[config.mk]
export PLATFORM = sky130hd
export DESIGN_NAME = chess_turn_ctrl
export DESIGN_NICKNAME = d
export VERILOG_FILES = /design/src/rtl/chess_pkg.sv /design/src/rtl/btn_edge.sv /design/src/rtl/chess_turn_ctrl.sv
export SDC_FILE = /design/constraint.sdc
export NUM_CORES = 1
export LEC_CHECK = 0
export BUFFER_PORTS_ARGS = -buffer_cell sky130_fd_sc_hd__buf_4
export CAP_MARGIN = 25
export CORE_MARGIN = 2
export CORE_UTILIZATION = 35
export DETAILED_ROUTE_END_ITERATION = 10
export SYNTH_ARGS = -nofsm -noshare
export SYNTH_HDL_FRONTEND = slang
export SYNTH_SLANG_ARGS = --single-unit
[constraint.sdc]
create_clock -name clk -period 1.9 [get_ports clk]
set_input_delay 0.38 -clock clk [delete_from_list [all_inputs] [get_ports clk]]
set_output_delay 0.38 -clock clk [all_outputs]
set_load 0.005 [all_outputs]
[src/rtl/chess_pkg.sv]
// Shared definitions for the chess clock turn controller: state encoding and
// default widths.
package chess_pkg;

    typedef enum logic [2:0] {
        ST_SETUP = 3'd0,
        ST_RUN1  = 3'd1,
        ST_RUN2  = 3'd2,
        ST_PAUSE = 3'd3,
        ST_FLAG  = 3'd4
    } state_e;

    localparam int unsigned MOVE_W_DEF  = 10;
    localparam int unsigned INC_W_DEF   = 6;
    localparam int unsigned INC_SEC_DEF = 5;

endpackage

[src/rtl/btn_edge.sv]
// Rising-edge detector for a debounced level: one-cycle event when the level
// is high and was low on the previous clock.
module btn_edge (
    input  logic clk,
    input  logic rst_n,
    input  logic btn,
    output logic rise
);

    logic prev_q;

    always_ff @(posedge clk or negedge rst_n) begin
        if (!rst_n) begin
            prev_q <= 1'b0;
        end else begin
            prev_q <= btn;
        end
    end

    assign rise = btn & ~prev_q;

endmodule

[src/rtl/chess_turn_ctrl.sv]
// Chess clock game sequencer: runs at most one player timer, latches time-out
// flags, counts full moves. Define FISCHER_INC_EN for per-move increment strobes.
module chess_turn_ctrl
    import chess_pkg::*;
#(
    parameter int unsigned MOVE_W  = MOVE_W_DEF,
    parameter int unsigned INC_W   = INC_W_DEF,
    parameter int unsigned INC_SEC = INC_SEC_DEF
) (
    input  logic              clk,
    input  logic              rst_n,
    input  logic              btn_p1,
    input  logic              btn_p2,
    input  logic              btn_pause,
    input  logic              btn_sel,
    input  logic              new_game,
    input  logic              p1_zero,
    input  logic              p2_zero,
    output logic              en1,
    output logic              en2,
    output logic              setup_on1,
    output logic              setup_on2,
    output logic              flag1,
    output logic              flag2,
    output logic [MOVE_W-1:0] move_cnt,
    output logic [2:0]        state_o,
    output logic              inc_req1,
    output logic              inc_req2,
    output logic [INC_W-1:0]  inc_val
);

    logic ev_p1, ev_p2, ev_pause, ev_sel;

    btn_edge u_edge_p1 (.clk(clk), .rst_n(rst_n), .btn(btn_p1), .rise(ev_p1));
    btn_edge u_edge_p2 (.clk(clk), .rst_n(rst_n), .btn(btn_p2), .rise(ev_p2));
    btn_edge u_edge_pause (.clk(clk), .rst_n(rst_n), .btn(btn_pause), .rise(ev_pause));
    btn_edge u_edge_sel (.clk(clk), .rst_n(rst_n), .btn(btn_sel), .rise(ev_sel));

    state_e            state_q, state_d;
    state_e            resume_q, resume_d;
    logic              sel_q, sel_d;
    logic              flag1_q, flag1_d;
    logic              flag2_q, flag2_d;
    logic [MOVE_W-1:0] cnt_q, cnt_d;
    logic              en1_q, en2_q, son1_q, son2_q;

    always_comb begin
        state_d  = state_q;
        resume_d = resume_q;
        sel_d    = sel_q;
        flag1_d  = flag1_q;
        flag2_d  = flag2_q;
        cnt_d    = cnt_q;
        if (new_game) begin
            state_d = ST_SETUP;
            sel_d   = 1'b0;
            flag1_d = 1'b0;
            flag2_d = 1'b0;
            cnt_d   = '0;
        end else begin
            case (state_q)
                ST_SETUP: begin
                    if (ev_sel) sel_d = ~sel_q;
                    if (ev_p2) state_d = ST_RUN1;
                    else if (ev_p1) state_d = ST_RUN2;
                end
                // Own time-out outranks any button pressed in the same cycle.
                ST_RUN1: begin
                    if (p1_zero) begin
                        state_d = ST_FLAG;
                        flag1_d = 1'b1;
                    end else if (ev_p1) begin
                        state_d = ST_RUN2;
                    end else if (ev_pause) begin
                        state_d  = ST_PAUSE;
                        resume_d = ST_RUN1;
                    end
                end
                ST_RUN2: begin
                    if (p2_zero) begin
                        state_d = ST_FLAG;
                        flag2_d = 1'b1;
                    end else if (ev_p2) begin
                        state_d = ST_RUN1;
                        if (cnt_q != {MOVE_W{1'b1}}) cnt_d = cnt_q + MOVE_W'(1);
                    end else if (ev_pause) begin
                        state_d  = ST_PAUSE;
                        resume_d = ST_RUN2;
                    end
                end
                ST_PAUSE: begin
                    if (ev_pause) state_d = resume_q;
                end
                ST_FLAG: ;
                default: state_d = ST_SETUP;
            endcase
        end
    end

    always_ff @(posedge clk or negedge rst_n) begin
        if (!rst_n) begin
            state_q  <= ST_SETUP;
            resume_q <= ST_RUN1;
            sel_q    <= 1'b0;
            flag1_q  <= 1'b0;
            flag2_q  <= 1'b0;
            cnt_q    <= '0;
            en1_q    <= 1'b0;
            en2_q    <= 1'b0;
            son1_q   <= 1'b1;
            son2_q   <= 1'b0;
        end else begin
            state_q  <= state_d;
            resume_q <= resume_d;
            sel_q    <= sel_d;
            flag1_q  <= flag1_d;
            flag2_q  <= flag2_d;
            cnt_q    <= cnt_d;
            en1_q    <= (state_d == ST_RUN1);
            en2_q    <= (state_d == ST_RUN2);
            son1_q   <= (state_d == ST_SETUP) & ~sel_d;
            son2_q   <= (state_d == ST_SETUP) & sel_d;
        end
    end

    assign en1       = en1_q;
    assign en2       = en2_q;
    assign setup_on1 = son1_q;
    assign setup_on2 = son2_q;
    assign flag1     = flag1_q;
    assign flag2     = flag2_q;
    assign move_cnt  = cnt_q;
    assign state_o   = state_q;

`ifdef FISCHER_INC_EN
    logic inc1_q, inc2_q;

    // Strobe only on a genuine hand-over: time-out and new_game both suppress it.
    always_ff @(posedge clk or negedge rst_n) begin
        if (!rst_n) begin
            inc1_q <= 1'b0;
            inc2_q <= 1'b0;
        end else begin
            inc1_q <= !new_game && (state_q == ST_RUN1) && !p1_zero && ev_p1;
            inc2_q <= !new_game && (state_q == ST_RUN2) && !p2_zero && ev_p2;
        end
    end

    assign inc_req1 = inc1_q;
    assign inc_req2 = inc2_q;
    assign inc_val  = INC_W'(INC_SEC);
`else
    assign inc_req1 = 1'b0;
    assign inc_req2 = 1'b0;
    assign inc_val  = '0;
`endif

endmodule

== Yosys cells after proc, flatten, opt, wreduce, memory -nomap -nowiden ==
Index checks and enable logic that the tools add are counted.

* Register bits: 27
* Input port bits: 9
* Word-level logic and storage cells: 86

* Add/subtract/negate cells: 1
* Equal/unequal tests: 14
* Muxes and demuxes: 31
* Bitwise logic cells: 13
* Reduce and logical (&&, ||, !) cells: 13

{| class="wikitable"
|+ Operators with widths
! kind !! number
|-
| two-way mux 10 bit || 5
|-
| two-way mux 3 bit || 15
|-
| case mux 3 bit (5 select lines) || 1
|-
| != test 2 bit, second input constant || 7
|-
| nonzero test 2 bit || 7
|-
| adder 10 x 1 -> 10 bit, second input constant || 1
|-
| != test 10 bit, second input constant || 1
|-
| equality test 3 x 2 -> 1 bit, second input constant || 3
|-
| two-way mux 1 bit || 9
|-
| AND reduction 8 bit || 1
|-
| NOT 1 bit || 7
|-
| AND 1 bit || 6
|-
| equality test 3 x 1 -> 1 bit, second input constant || 2
|-
| logical NOT 3 bit || 2
|-
| case mux 3 bit (2 select lines) || 1
|-
| AND reduction 2 bit || 2
|-
| AND reduction 4 bit || 1
|-
| equality test 3 bit, second input constant || 1
|}

== Depth between registers and ports, before layout ==
* Depth in word-level cells: 9
* Mapped depth: 7

== By module ==
Synthesis repeated with hierarchy kept, for this count alone.

* Cell total of the unflattened synthesis: 136
* Area, all modules: 1415.1 um2

{| class="wikitable"
|+ By module, submodules not included
! module !! instances !! cells an instance !! area each (um2)
|-
| chess_turn_ctrl || 1 || 128 || 1260.0
|-
| btn_edge || 4 || 2 || 38.8
|}

== Worst setup path after synthesis ==
Ideal clock, no wire load.

* Path type: reg-to-reg
* From: register cnt_q[0] (netlist: move_cnt[0])
* To: register cnt_q[0] (netlist: move_cnt[0])
* Setup time: 0.132 ns
* Data arrival time: 1.520 ns
* Slack: 0.248 ns
* Cell stages (with the launch flop): 7
* Path buffers: 0
* Clock period less this slack: 1.652 ns
* Cells stage by stage: dfrtp_1 ha_1 nand3_2 nor4_4 nor2_1 xnor2_1 nor2_1

* Word-level cells in the longest chain between the ends: 6
* Elaborated cells between the ends (all ways): 9
* Classes of those cells: add/sub: 1; eq/ne: 1; mux: 5; reduce/logical: 2

{| class="wikitable"
|+ RTL lines
! what !! line !! source
|-
| start, declared || chess_turn_ctrl.sv:44 || <nowiki>logic [MOVE_W-1:0] cnt_q, cnt_d;</nowiki>
|-
| start signal, assigned || chess_turn_ctrl.sv:118 || <nowiki>cnt_q <= cnt_d;</nowiki>
|-
| adder 10 x 1 -> 10 bit || chess_turn_ctrl.sv:85 || <nowiki>if (cnt_q != {MOVE_W{1'b1}}) cnt_d = cnt_q + MOVE_W'(1);</nowiki>
|-
| two-way mux 10 bit || chess_turn_ctrl.sv:85 ||
|-
| two-way mux 10 bit || chess_turn_ctrl.sv:83 || <nowiki>end else if (ev_p2) begin</nowiki>
|-
| two-way mux 10 bit || chess_turn_ctrl.sv:80 || <nowiki>if (p2_zero) begin</nowiki>
|-
| two-way mux 10 bit || chess_turn_ctrl.sv:61 || <nowiki>case (state_q)</nowiki>
|-
| two-way mux 10 bit || chess_turn_ctrl.sv:54 || <nowiki>if (new_game) begin</nowiki>
|}

Parallel ways exist; a longest one is shown, timed or not. The select of a mux whose other input is x is not followed.
A chain may end at the register's enable or synchronous reset.

== Worst setup path after layout ==
* From: register state_q[0] (netlist: state_o[0])
* To: register son2_q (netlist: setup_on2)

* Word-level cells in the longest chain between the ends: 7
* Elaborated cells between the ends (all ways): 19
* Classes of those cells: eq/ne: 4; mux: 12; bitwise: 1; reduce/logical: 2

{| class="wikitable"
|+ RTL lines
! what !! line !! source
|-
| start, declared || chess_turn_ctrl.sv:39 || <nowiki>state_e state_q, state_d;</nowiki>
|-
| start signal, assigned || chess_turn_ctrl.sv:113 || <nowiki>state_q <= state_d;</nowiki>
|-
| two-way mux 3 bit || chess_turn_ctrl.sv:74, chess_turn_ctrl.sv:86 ||
|-
| two-way mux 3 bit, on equally long branches || chess_turn_ctrl.sv:83, chess_turn_ctrl.sv:72 ||
|-
| two-way mux 3 bit, on equally long branches || chess_turn_ctrl.sv:80, chess_turn_ctrl.sv:69 ||
|-
| case mux 3 bit (5 select lines) || chess_turn_ctrl.sv:61 ||
|-
| two-way mux 3 bit || chess_turn_ctrl.sv:54 ||
|-
| logical NOT 3 bit || chess_turn_ctrl.sv:122 || <nowiki>son2_q <= (state_d == ST_SETUP) & sel_d;</nowiki>
|-
| AND 1 bit * || chess_turn_ctrl.sv:122 ||
|-
| end signal, assigned || chess_turn_ctrl.sv:122 ||
|-
| end, declared || chess_turn_ctrl.sv:45 || <nowiki>logic en1_q, en2_q, son1_q, son2_q;</nowiki>
|}

Mark *: on every way between the ends. The rest lies on a longest branch, timed or not.

==> metrics.txt <==
first-pass GRT wire length=4890 um; setup violators final=0; Synth Warn #=0; Final Max Slew Viols=0; final hold vios=24; Root Driver=clkbuf_8; Core Rows=23; TritonCTS clock tree=done; cts bufs inserted=3; hold_buf cts=0; Placed Area=1660 um^2; RSZ-0062 raised after global routing=no; Hold WC Path Type=in2async; synth top area cells=dfrtp_1, nor2_1, buf_4, xnor2_1, dfstp_2; crit path capture type=register; worst-path maximum fanout=10; Die Height=67.9 um; max reg flops=10; share of cells above drive strength 1=0.285; leakage=0.761 nW; Worst-path clk slew=~0.090 ns; Main synth FF type=dfrtp_1; WHS=-0.00992 ns; GRT overflow=0; Post-synth EDFFs=0; FMAX=0.552 GHz; routed wire length=2970 um; MaxCap Viol Count=0; area leader, netlist=dfrtp_1; fin crit share=0.953; post-synthesis async set-or-reset flop share=1.00; Mean Syn Cell Area=10.0 um^2; Sw Share=0.255; largest net degree at the start of global routing=27; Worst-Skew Late Latency=~0.28 ns; GRT Resource Usage Total=0.144; crit path launch type=register; Gate power share=0.149; post-synthesis cell count=roughly 140; clock skew=0.00209 ns; Seq pwr share=0.541; io pins=36; P_sw=approximately 0.00030 W; Non-Filler Instances=222; cell area power density=682 nW/um^2; drt wl/cell=about 13 um; die area=4610 um^2; cts repair resizes=0; Die X=a little under 70 um; 1st-iter DRT viols=67; hpwl dp=~2200 um; maximum buffer depth of the clock tree=2; DRT Pass-1 Iters=4; number of remaining DRC errors=0; Netlist cell types=46; most frequent cells in the layout=buf_4, nor2_1, dfrtp_1; failing checks=hold timing; Fillers=402; area delta synth->final=19.8%; share of the synthesized area in the top cell type=0.420; Final min period=1.81 ns; vias in the first global route=1,040; Worst EP required=just over 2 ns; diode count=0; Setup Buffers After CTS=0; Power Internal=0.000870 W; IO Port Bufs=27; clock share of power=0.310; worst vdd ir=~0.00025 V; Final ANT Viol Nets=0; routability cong.=0.879; clock sink count=26; Final #Nets=183; Starting Density=0.360; #FFs+latches synth=26; initial antenna violation count=0; vias post-DR=1,084; setup TNS=0 ns; Final WS setup=0.0891 ns; WS Path Type=reg2reg; Worst Path Arrival=1.98 ns; mapped cell area=1430 um^2; Seq/Total Area, Yosys=0.457; placed instance count=218; Post-Place Setup Slack=0.0857 ns; vias per cell=4.88; most common cell after layout, fill and taps aside=buf_4; area of the core=3970 um^2; H-tree depth=1; status=finished with violations; Final Cell Area=around 1700 um^2
==> synth_stat cells (3+ instances only) <==
cell type and count:
nor4_1 3, nor2_1 23, xnor2_1 7, nand3_1 3
o21bai_1 3, dfrtp_1 24, inv_1 4, nor3_1 7
a211oi_1 3, buf_4 9, nor2b_1 3, nand2b_1 4
nand2_1 8
==> layout make-up <==
cell class | count | area (um^2) | area share
timing repair buffer | 32 | 240 | 0.140
tap | 50 | 62.6 | 0.0365
inverter | 4 | 15.0 | 0.00877
multi-input combinational | 106 | 686 | 0.400
clock buffer | 4 | 55.1 | 0.0321
sequential | 26 | 654 | 0.382
==> critical path: stages, from the launching register on <==
cell and delay, ns:
dfrtp_2 0.48, or4b_1 0.60, o21bai_1 0.21, a211oi_2 0.13, a31oi_2 0.24, nor3_2 0.05
==> per-stage QoR <==
stage / total power, W / util
floorplan: 0.000751 / -
global placement: 0.000812 / 0.417
detailed placement: 0.000818 / 0.417
CTS: 0.00119 / 0.431
global route: 0.00124 / 0.431
finish: 0.00117 / 0.431
==> path summary, 6_finish.rpt <==
| kind | slack [ns] | to | cells after the start | start |
|---|---|---|---|---|
| min in group clk | 0.21 | u_edge_sel.prev_q | 1 | btn_sel |
| setup / recovery | 0.09 | setup_on2 | 5 | state_o[0] |
| hold / removal | -0.01 | move_cnt[7] | 1 | rst_n |
| setup reg to reg | 0.09 | setup_on2 | 5 | state_o[0] |
| max in group asynchronous | 1.61 | resume_q[0] | 1 | rst_n |
| hold reg to reg | 0.52 | resume_q[0] | 1 | resume_q[0] |
==> layer usage <==
layer,global-route usage,vias up,part of all wire
met4,0.0750,0,0.012
met3,0.0263,3,0.030
li1,-,536,-
met5,0,-,0
met2,0.227,20,0.50
met1,0.186,525,0.46
==> cell families after synthesis <==
kind of cell             synth area share
AO/OA/AOI/OAI                      0.0901
XOR/XNOR                           0.0490
adder cells (fa/ha/maj)           0.00875
buffers and inverters              0.0822
flip-flops                          0.457
multiplexers                      0.00700
other                             0.00262
AND/OR/NAND/NOR                     0.304
==> power groups by stage <==
stage | combinational [W] | clock [W] | sequential (W)
final | 0.000174 | 0.000362 | 0.000632
after global routing | 0.000201 | 0.000403 | 0.000640
after CTS | 0.000176 | 0.000381 | 0.000632
after detailed placement | 0.000176 | 0 | 0.000642
after global placement | 0.000170 | 0 | 0.000642
after floorplan | 0.000119 | 0 | 0.000632
No activity file was read; power rests on OpenSTA's default activity.
